## config.mk

```make
export PLATFORM = sky130hd
export DESIGN_NAME = ttt_turn_arbiter
export DESIGN_NICKNAME = d
export VERILOG_FILES = /design/src/rtl/ttt_pkg.sv /design/src/rtl/ttt_req_front.sv /design/src/rtl/ttt_turn_arbiter.sv
export SDC_FILE = /design/constraint.sdc
export NUM_CORES = 1
export LEC_CHECK = 0
export ABC_AREA = 1
export BUFFER_PORTS_ARGS = -buffer_cell sky130_fd_sc_hd__buf_2
export CAP_MARGIN = 10
export CORE_UTILIZATION = 45
export CTS_CLUSTER_DIAMETER = 100
export DETAILED_ROUTE_END_ITERATION = 16
export GPL_TIMING_DRIVEN = 0
export PLACE_DENSITY = 0.72
export SLEW_MARGIN = 20
export SYNTH_ARGS = -nofsm -noshare
export SYNTH_HDL_FRONTEND = slang
export SYNTH_SLANG_ARGS = --single-unit
```

## constraint.sdc

```tcl
create_clock -name clk -period 1.7 [get_ports clk]
set_input_delay 0.34 -clock clk [delete_from_list [all_inputs] [get_ports clk]]
set_output_delay 0.34 -clock clk [all_outputs]
set_load 0.05 [all_outputs]
```

## src/rtl/ttt_pkg.sv

```systemverilog
// Shared types and helpers for the tic-tac-toe turn arbiter.
// Cell and result encodings match the game's board and who outputs.
package ttt_pkg;

    localparam int NUM_CELLS = 9;

    typedef enum logic [1:0] {
        EMPTY = 2'b00,
        X     = 2'b01,
        O     = 2'b10
    } cell_t;

    typedef enum logic [1:0] {
        NONE  = 2'b00,
        X_WIN = 2'b01,
        O_WIN = 2'b10,
        DRAW  = 2'b11
    } result_t;

    typedef enum logic [2:0] {
        TURN_X,
        TURN_O,
        ISSUE,
        SETTLE,
        OVER
    } arb_state_t;

    // True when pos names a real cell and that cell is still empty.
    function automatic logic cell_free(input logic [2*NUM_CELLS-1:0] board,
                                       input logic [3:0]             pos);
        logic free;
        free = 1'b0;
        for (int k = 0; k < NUM_CELLS; k++) begin
            if (pos == 4'(k)) begin
                free = (cell_t'(board[2*k +: 2]) == EMPTY);
            end
        end
        return free;
    endfunction

endpackage

```

## src/rtl/ttt_req_front.sv

```systemverilog
// Per-player request front end: flags a 0->1 transition of the request level
// and presents the position sampled with it.
module ttt_req_front (
    input  logic       clk,
    input  logic       rst,
    input  logic       req,
    input  logic [3:0] pos,
    output logic       req_edge,
    output logic [3:0] req_pos
);

    logic req_q;

    // NOTE: registered state uses non-blocking assignments so every flop samples pre-edge values.
    always_ff @(posedge clk or negedge rst) begin
        if (!rst) begin
            req_q <= 1'b0;
        end else begin
            req_q <= req;
        end
    end

    // The edge is decided in the same cycle it is sampled, so the arbiter can
    // answer on that clock edge; the position travels alongside it.
    assign req_edge = req & ~req_q;
    assign req_pos  = pos;

endmodule

```

## src/rtl/ttt_turn_arbiter.sv

```systemverilog
// Turn arbiter in front of tic_tac_toe_game: enforces X/O alternation, validates
// moves against the live board, issues play strobes and handles timeout/restart.
module ttt_turn_arbiter
    import ttt_pkg::*;
#(
    parameter int FIRST_PLAYER   = 0,
    parameter int TIMEOUT_CYCLES = 1000
) (
    input  logic                   clk,
    input  logic                   rst,
    input  logic                   x_req,
    input  logic                   o_req,
    input  logic [3:0]             x_pos,
    input  logic [3:0]             o_pos,
    output logic                   x_ack,
    output logic                   o_ack,
    output logic                   x_nack,
    output logic                   o_nack,
    input  logic                   new_game,
    input  logic [2*NUM_CELLS-1:0] board,
    input  logic [1:0]             who,
    output logic                   playX,
    output logic                   playO,
    output logic [3:0]             playerX_position,
    output logic [3:0]             playerO_position,
    output logic                   board_clr,
    output logic [1:0]             turn,
    output logic                   timeout,
    output logic [3:0]             move_count
);

    localparam int               CNT_W       = $clog2(TIMEOUT_CYCLES);
    localparam logic [CNT_W-1:0] CNT_LAST    = CNT_W'(TIMEOUT_CYCLES - 1);
    localparam arb_state_t       FIRST_STATE = (FIRST_PLAYER == 0) ? TURN_X : TURN_O;
    localparam logic [1:0]       FIRST_TURN  = (FIRST_PLAYER == 0) ? 2'b01 : 2'b10;
    localparam logic [1:0]       TURN_IS_X   = 2'b01;
    localparam logic [1:0]       TURN_IS_O   = 2'b10;

    arb_state_t       state;
    logic             mover_o;
    logic [CNT_W-1:0] tmo_cnt;

    logic       x_edge;
    logic       o_edge;
    logic [3:0] x_pos_s;
    logic [3:0] o_pos_s;
    logic       x_valid;
    logic       o_valid;
    logic       cur_o;
    logic       cur_valid;

    ttt_req_front u_front_x (
        .clk      (clk),
        .rst      (rst),
        .req      (x_req),
        .pos      (x_pos),
        .req_edge (x_edge),
        .req_pos  (x_pos_s)
    );

    ttt_req_front u_front_o (
        .clk      (clk),
        .rst      (rst),
        .req      (o_req),
        .pos      (o_pos),
        .req_edge (o_edge),
        .req_pos  (o_pos_s)
    );

    assign x_valid   = x_edge & cell_free(board, x_pos_s);
    assign o_valid   = o_edge & cell_free(board, o_pos_s);
    assign cur_o     = (state == TURN_O);
    assign cur_valid = cur_o ? o_valid : x_valid;

    always_ff @(posedge clk or negedge rst) begin
        if (!rst) begin
            state            <= FIRST_STATE;
            turn             <= FIRST_TURN;
            mover_o          <= 1'b0;
            tmo_cnt          <= '0;
            move_count       <= '0;
            x_ack            <= 1'b0;
            o_ack            <= 1'b0;
            x_nack           <= 1'b0;
            o_nack           <= 1'b0;
            playX            <= 1'b0;
            playO            <= 1'b0;
            playerX_position <= '0;
            playerO_position <= '0;
            board_clr        <= 1'b0;
            timeout          <= 1'b0;
        end else begin
            x_ack     <= 1'b0;
            o_ack     <= 1'b0;
            x_nack    <= 1'b0;
            o_nack    <= 1'b0;
            playX     <= 1'b0;
            playO     <= 1'b0;
            board_clr <= 1'b0;
            timeout   <= 1'b0;

            if (new_game) begin
                state      <= FIRST_STATE;
                turn       <= FIRST_TURN;
                board_clr  <= 1'b1;
                move_count <= '0;
                tmo_cnt    <= '0;
                x_nack     <= x_edge;
                o_nack     <= o_edge;
            end else begin
                case (state)
                    TURN_X, TURN_O: begin
                        // The opponent is always refused; the mover only when the move is illegal.
                        x_nack <= x_edge & (cur_o | ~cur_valid);
                        o_nack <= o_edge & (~cur_o | ~cur_valid);
                        if (cur_valid) begin
                            x_ack   <= ~cur_o;
                            playX   <= ~cur_o;
                            o_ack   <= cur_o;
                            playO   <= cur_o;
                            mover_o <= cur_o;
                            state   <= ISSUE;
                            if (cur_o) begin
                                playerO_position <= o_pos_s;
                            end else begin
                                playerX_position <= x_pos_s;
                            end
                        end else if (tmo_cnt == CNT_LAST) begin
                            timeout <= 1'b1;
                            tmo_cnt <= '0;
                            state   <= cur_o ? TURN_X : TURN_O;
                            turn    <= cur_o ? TURN_IS_X : TURN_IS_O;
                        end else begin
                            tmo_cnt <= tmo_cnt + 1'b1;
                        end
                    end

                    ISSUE: begin
                        x_nack     <= x_edge & mover_o;
                        o_nack     <= o_edge & ~mover_o;
                        move_count <= move_count + 4'd1;
                        state      <= SETTLE;
                    end

                    SETTLE: begin
                        x_nack <= x_edge & mover_o;
                        o_nack <= o_edge & ~mover_o;
                        if (result_t'(who) != NONE || move_count == 4'(NUM_CELLS)) begin
                            state <= OVER;
                            turn  <= 2'b00;
                        end else begin
                            tmo_cnt <= '0;
                            state   <= mover_o ? TURN_X : TURN_O;
                            turn    <= mover_o ? TURN_IS_X : TURN_IS_O;
                        end
                    end

                    OVER: begin
                        x_nack <= x_edge;
                        o_nack <= o_edge;
                    end

                    default: begin
                        state <= FIRST_STATE;
                        turn  <= FIRST_TURN;
                    end
                endcase
            end
        end
    end

endmodule

```

# After elaboration in Yosys (flattened, before gate mapping)

Cells that the tools add are included.
W data, S select, Z words.

$add $sub $neg: 2
Eq/ne operators: 28
Muxes and demuxes: 55
Bitwise operators: 16
Reduce and logical (&&, ||, !) cells: 25

Operators by type and width:

| cell                    | number |
|---|---|
| $mux W10                | 4 |
| $mux W1                 | 34 |
| $eq A4 B3 Y1 const B    | 8 |
| $pmux W10 S2            | 1 |
| $logic_not A2 Y1        | 9 |
| $eq A4 B2 Y1 const B    | 4 |
| $eq A4 B4 Y1 const B    | 3 |
| $mux W2                 | 6 |
| $mux W3                 | 4 |
| $pmux W3 S4             | 1 |
| $add A10 B1 Y10 const B | 1 |
| $eq A10 B10 Y1 const B  | 1 |
| $ne A3 B3 Y1 const B    | 3 |
| $reduce_and A3 Y1       | 3 |
| $and A1 B1 Y1           | 8 |
| $eq A4 B1 Y1 const B    | 2 |
| $logic_not A4 Y1        | 2 |
| $mux W4                 | 2 |
| $reduce_and A4 Y1       | 2 |
| $eq A3 B2 Y1 const B    | 2 |
| $not A1 Y1              | 6 |
| $pmux W1 S3             | 2 |
| $pmux W2 S3             | 1 |
| $reduce_or A2 Y1        | 3 |
| other kinds (12)        | 14 |

Register bits after elaboration: 36
Bits of input ports: 33
Output and inout bits: 22
Word-level logic and storage cells: 141

# Depth between registers and ports, before layout

Depth in word-level cells: 17
Gate-level depth with buffers: 13
Gate-level depth less buffers: 13

# Hierarchy

From an unflattened synthesis, not the netlist that was laid out.

Cell total of the unflattened synthesis: 299
Area total of the unflattened synthesis: 2190.9 um^2

By module, submodules not included:

| module           | times used | cells each | area an instance (um^2) | sequential area each (um^2) |
|---|---|---|---|---|
| ttt_turn_arbiter | 1          | 285        | 2060.7                  | 852.1 |
| ttt_req_front    | 2          | 7          | 65.1                    | 25.0 |

# Least setup slack after synthesis

No wires, ideal clock.

Kind: flip-flop to flip-flop
Start point: register move_count[1]
End point: register tmo_cnt[5]
Setup time: 0.117 ns
Data arrival time: 1.697 ns
Data required time: 1.583 ns
Path slack: -0.114 ns
Cell stages (with the launch flop): 10
Buffers on the path: 0
Clock period less this slack: 1.814 ns
Cell sequence: dfrtp_1 -> inv_1 -> ha_1 -> nand3_1 -> nand2_1 -> nand3_1 -> a21boi_4 -> nand2_4 -> nand2_1 -> nand2_1

Word-level cells in the longest chain between the ends: 4

Ends and longest elaborated chain:

| item                               | line                    | RTL |
|---|---|---|
| start, declared                    | ttt_turn_arbiter.sv:29  | `output logic [3:0] move_count` |
| start signal, assigned             | ttt_turn_arbiter.sv:141 | `move_count <= move_count + 4'd1;` |
| $eq A4 B4 Y1                       | ttt_turn_arbiter.sv:148 | `if (result_t'(who) != NONE \|\| move_count == 4'(NUM_CELLS)) begin` |
| $logic_or A1 B1 Y1                 | ttt_turn_arbiter.sv:148 |  |
| $ne A3 B3 Y1 (no source line)      | n/a                     |  |
| $reduce_and A3 Y1 (no source line) | n/a                     |  |
| end signal, assigned               | ttt_turn_arbiter.sv:134 | `tmo_cnt <= tmo_cnt + 1'b1;` |
| end, declared                      | ttt_turn_arbiter.sv:41  | `logic [CNT_W-1:0] tmo_cnt;` |

Every way passes these cells.
A chain may end at the register's enable or synchronous reset.

# Final worst setup path

Start point: register state[2]
End point: register tmo_cnt[0]

Word-level cells in the longest chain between the ends: 4
Elaborated cells on any way between the ends: 11
Classes of those cells: eq/ne (4); mux (3); reduce/logical (4)

Ends and longest elaborated chain:

| item                                                           | line                                            | RTL |
|---|---|---|
| start, declared                                                | ttt_turn_arbiter.sv:39                          | `arb_state_t state;` |
| start signal, assigned                                         | ttt_turn_arbiter.sv:131                         | `state <= cur_o ? TURN_X : TURN_O;` |
| start signal, assigned                                         | ttt_turn_arbiter.sv:153                         | `state <= mover_o ? TURN_X : TURN_O;` |
| $eq A3 B1 Y1 or $logic_not A3 Y1 (tied branches)               | ttt_turn_arbiter.sv:72, ttt_turn_arbiter.sv:111 |  |
| $mux W1 or $reduce_or A2 Y1 (tied branches)                    | ttt_turn_arbiter.sv:73, ttt_turn_arbiter.sv:111 |  |
| $ne A3 B3 Y1 (no source line), or another cell as far along    | n/a                                             |  |
| $reduce_and A3 Y1 (no source line) or $mux W10 (tied branches) | n/a                                             |  |

Parallel ways exist; a longest one is shown, timed or not.

==> results.md <==
* Final Non-Filler Cells at 417
* Mean area per synthesized cell at 7.23 sq um
* Critical Path, Cell by Cell: clkbuf_4 > nor4_4 > nand2_2 > nand2_2 > nand2_4 > buf_4 > nand3_1 > nand2_1
* Root buffer cell: clkbuf_8
* Crit-path max FO at 10
* Post-route ant nets at 0
* Fillcell total at between 400 and 500
* Die width at about 71 um
* TritonRoute pass-1 iters at 11
* Syn. warnings at 0
* Synthesized Nets at 330
* H-tree depth at 2
* DRT iter0 DRCs at 140
* Placed Area at 2460 sq um
* Area Growth Syn to Fin at 29.7%
* Die Y-Extent at 70.7 um
* Measured slew at the worst slew-check pin at between 0.7 and 0.8 ns
* Rel. slew slack at 47.9%
* Final Hold Vio Count at 0
* Core area at 4440 sq um
* RSZ-0062 raised after global routing: yes
* Crit path time final at 1.68 ns
* Highest Clock Rate at 596 MHz
* Reg clk slew, reported paths at 0.08 ns
* Outcome: complete, but fails checks
* Hold crit path type: in -> async
* Clk sinks at 36
* Part of the power in registers at between 40% and 50%
* Critical Path End Type: register
* Setup_tns at 0 ns
* Placed cells at 400
* Longest Clk Path Bufs at 2
* Final count of negative-setup-slack endpoints at 0
* Layout Skew at 0.00852 ns
* Combinational power share at between 20% and 30%
* Commonest non-fill, non-tap cells in the layout: 76 x nand2_1, 54 x buf_2, 35 x nand3_1
* Share of cells above drive strength 1 at 30.7%
* Final core utilization at 62.0%
* Latest clock arrival within the worst-skew pair at 0.29 ns
* DR vias/cell at about 5.2
* Power Dens Cells at 952 nW/um^2
* R2r worst-path depth at 8
* Port Buffers at 54
* Worst hold slack at 0.134 ns
* Slowest CP cell: dfrtp_1
* DP HPWL at 3.59 mm
* Max IR drop VDD at about 0.64 mV
* Via count at 2188
* Vias in the first global route at 1880
* N_diodes at 0
* Die Area at 5000 sq um
* Maxcap violations at 0
* Slowest Stage Delay on Critical Path at 0.37 ns
* Seq/Total Area, Yosys at 42.4%
* Leak at 1.50 nW
* Most common cell after layout, fill and taps aside: nand2_1
* CTS Buf Count at 5
* Worst path required time at 1.88 ns
* #FFs+latches synth at 36
* Fraction of registers with async set/reset at 100%
* Failing checks: design-rule violations
* GRT overflow at 0
* Gp weighted congestion at 0.898
* Netlist cell types at 30
* First-pass GRT wire length at 8.36 mm
* DRC viols at 2
* Initial antenna violation count at 0
* FP Rows at 24
* Pin count of the biggest net entering global routing at 37
* Drt wl/cell at 12.7 um
* Worst Path Arrival at 1.86 ns
* Post-synth EDFFs at 0
* Post-Layout Inst Area at 2760 sq um
* Most numerous cell on the critical path: nand2_2
* Tcrit/Tclk final at 98.7%
* Num ports at 55
* Part of the power in the clock network at 31.1%
* Switch share at 35.3%
* CP Launch Type: register
* GRT Resource Usage Total at roughly a fifth
* Crit path kind: reg -> reg
* Final Slew Violations at 0
* CTS tree: done
* Final nets at 400
* Starting Density at 47.8%
* Syn Inst Count at 294
* Detailed Route WL at between 5 and 6 mm
* Switching power at 926 uW
* Int Power at 1.70 mW
* Synth Flop Type: dfrtp_1
* Mapped Area at 2130 sq um
==> cells in the mapped netlist (2+ instances only) <==
| cell | instances | area share [%] |
|---|---|---|
| dfrtp_1 | 35 | 41 |
| xor2_1 | 4 | 1.6 |
| nand3_1 | 36 | 8.5 |
| nand2_1 | 80 | 14 |
| nand3b_1 | 2 | 0.71 |
| o21ai_0 | 7 | 1.6 |
| inv_2 | 5 | 0.88 |
| nor3_2 | 2 | 0.94 |
| nor3_1 | 8 | 1.9 |
| nand2_4 | 2 | 1.1 |
| nand2_2 | 2 | 0.59 |
| ha_1 | 3 | 1.8 |
| o21ai_1 | 8 | 1.9 |
| a21oi_1 | 10 | 2.4 |
| nor4_1 | 8 | 2.4 |
| nand4_1 | 4 | 1.2 |
| buf_4 | 4 | 1.4 |
| a31oi_1 | 2 | 0.59 |
| inv_1 | 37 | 6.5 |
| nor2_1 | 24 | 4.2 |
| clkbuf_1 | 2 | 0.35 |
==> metrics by stage <==
stage | total power, mW | setup WS, ns
after floorplan | 1.56 | 0.0394
after global placement | 1.76 | -0.0650
after detailed placement | 1.77 | -0.0818
after CTS | 2.60 | 0.00737
after global routing | 2.75 | -0.0981
final | 2.62 | 0.0216
==> power by group through the flow <==
stage	Combinational [mW]	Clock [mW]	Sequential, mW
final	0.756	0.816	1.05
after global routing	0.817	0.868	1.06
after CTS	0.718	0.836	1.04
after detailed placement	0.711	0	1.06
after global placement	0.703	0	1.06
after floorplan	0.243	0	1.32
==> state kept, by name, indices dropped and copies added (netlist names), 2 cells and up <==
signal	count
tmo_cnt	10
move_count	4
playerO_position	4
playerX_position	4
state	3
turn	2
==> worst paths after layout <==
| path | to | slack [ns] | startpoint |
|---|---|---|---|
| hold / removal | tmo_cnt[4]$_DFFE_PN0P_ | 0.13 | rst |
| setup / recovery | tmo_cnt[0]$_DFFE_PN0P_ | 0.02 | state[2]$_DFFE_PN0P_ |
| setup reg to reg | tmo_cnt[0]$_DFFE_PN0P_ | 0.02 | state[2]$_DFFE_PN0P_ |
| max in group asynchronous | state[1]$_DFFE_PN0P_ | 1.02 | rst |
| min in group clk | board_clr$_DFF_PN0_ | 0.17 | new_game |
| hold reg to reg | turn[0]$_DFFE_PN1P_ | 0.46 | turn[0]$_DFFE_PN1P_ |
==> per-layer routing <==
layer / global-route usage (%) / part of all wire, % / wire length, um / up-vias
met5: 0 / 0 / 0 / -
met4: 4.89 / 0.51 / 27 / 0
met3: 4.99 / 5.5 / 293 / 2
met2: 36.5 / 51 / 2730 / 68
met1: 26.7 / 43 / 2260 / 1025
li1: - / - / - / 1093
==> cells by family (layout without fill, tap and decap cells) <==
logic type / count (synthesis) / in the layout / synth area share, %
xor gates and xnor gates: 5 / 5 / 2.06
adders and majority gates: 3 / 3 / 1.77
buffers and inverters: 50 / 121 / 9.59
AOI/OAI and AO/OA: 29 / 29 / 7.71
DFF: 36 / 36 / 42.4
and+or+nand+nor: 171 / 171 / 36.4
==> timing repair <==
item                                    CTS  global route
endpoints found under the setup margin   13            18
hold buffers                              0             0
gates resized for setup                   2            25
setup buffers                             2             7
pin swaps                                 1             9
==> critical path: cells and delay by family (launching register included) <==
kind / cells / cell delay, ns
flops: 1 / 0.37
buf+inv: 2 / 0.38
simple gates: 6 / 0.82
==> area by class of cell <==
cell class                 instances  area, sq um  area share (%)
buffer                             7         48.8            1.77
clock buffer                       7         96.3            3.49
clock inverter                     1         30.0            1.09
inverter                          43          164            5.94
multi-input combinational        208         1110            40.2
sequential                        36          907            32.9
tap                               52         65.1            2.36
timing repair buffer              63          338            12.3
Power figures use the tool's default switching activity.
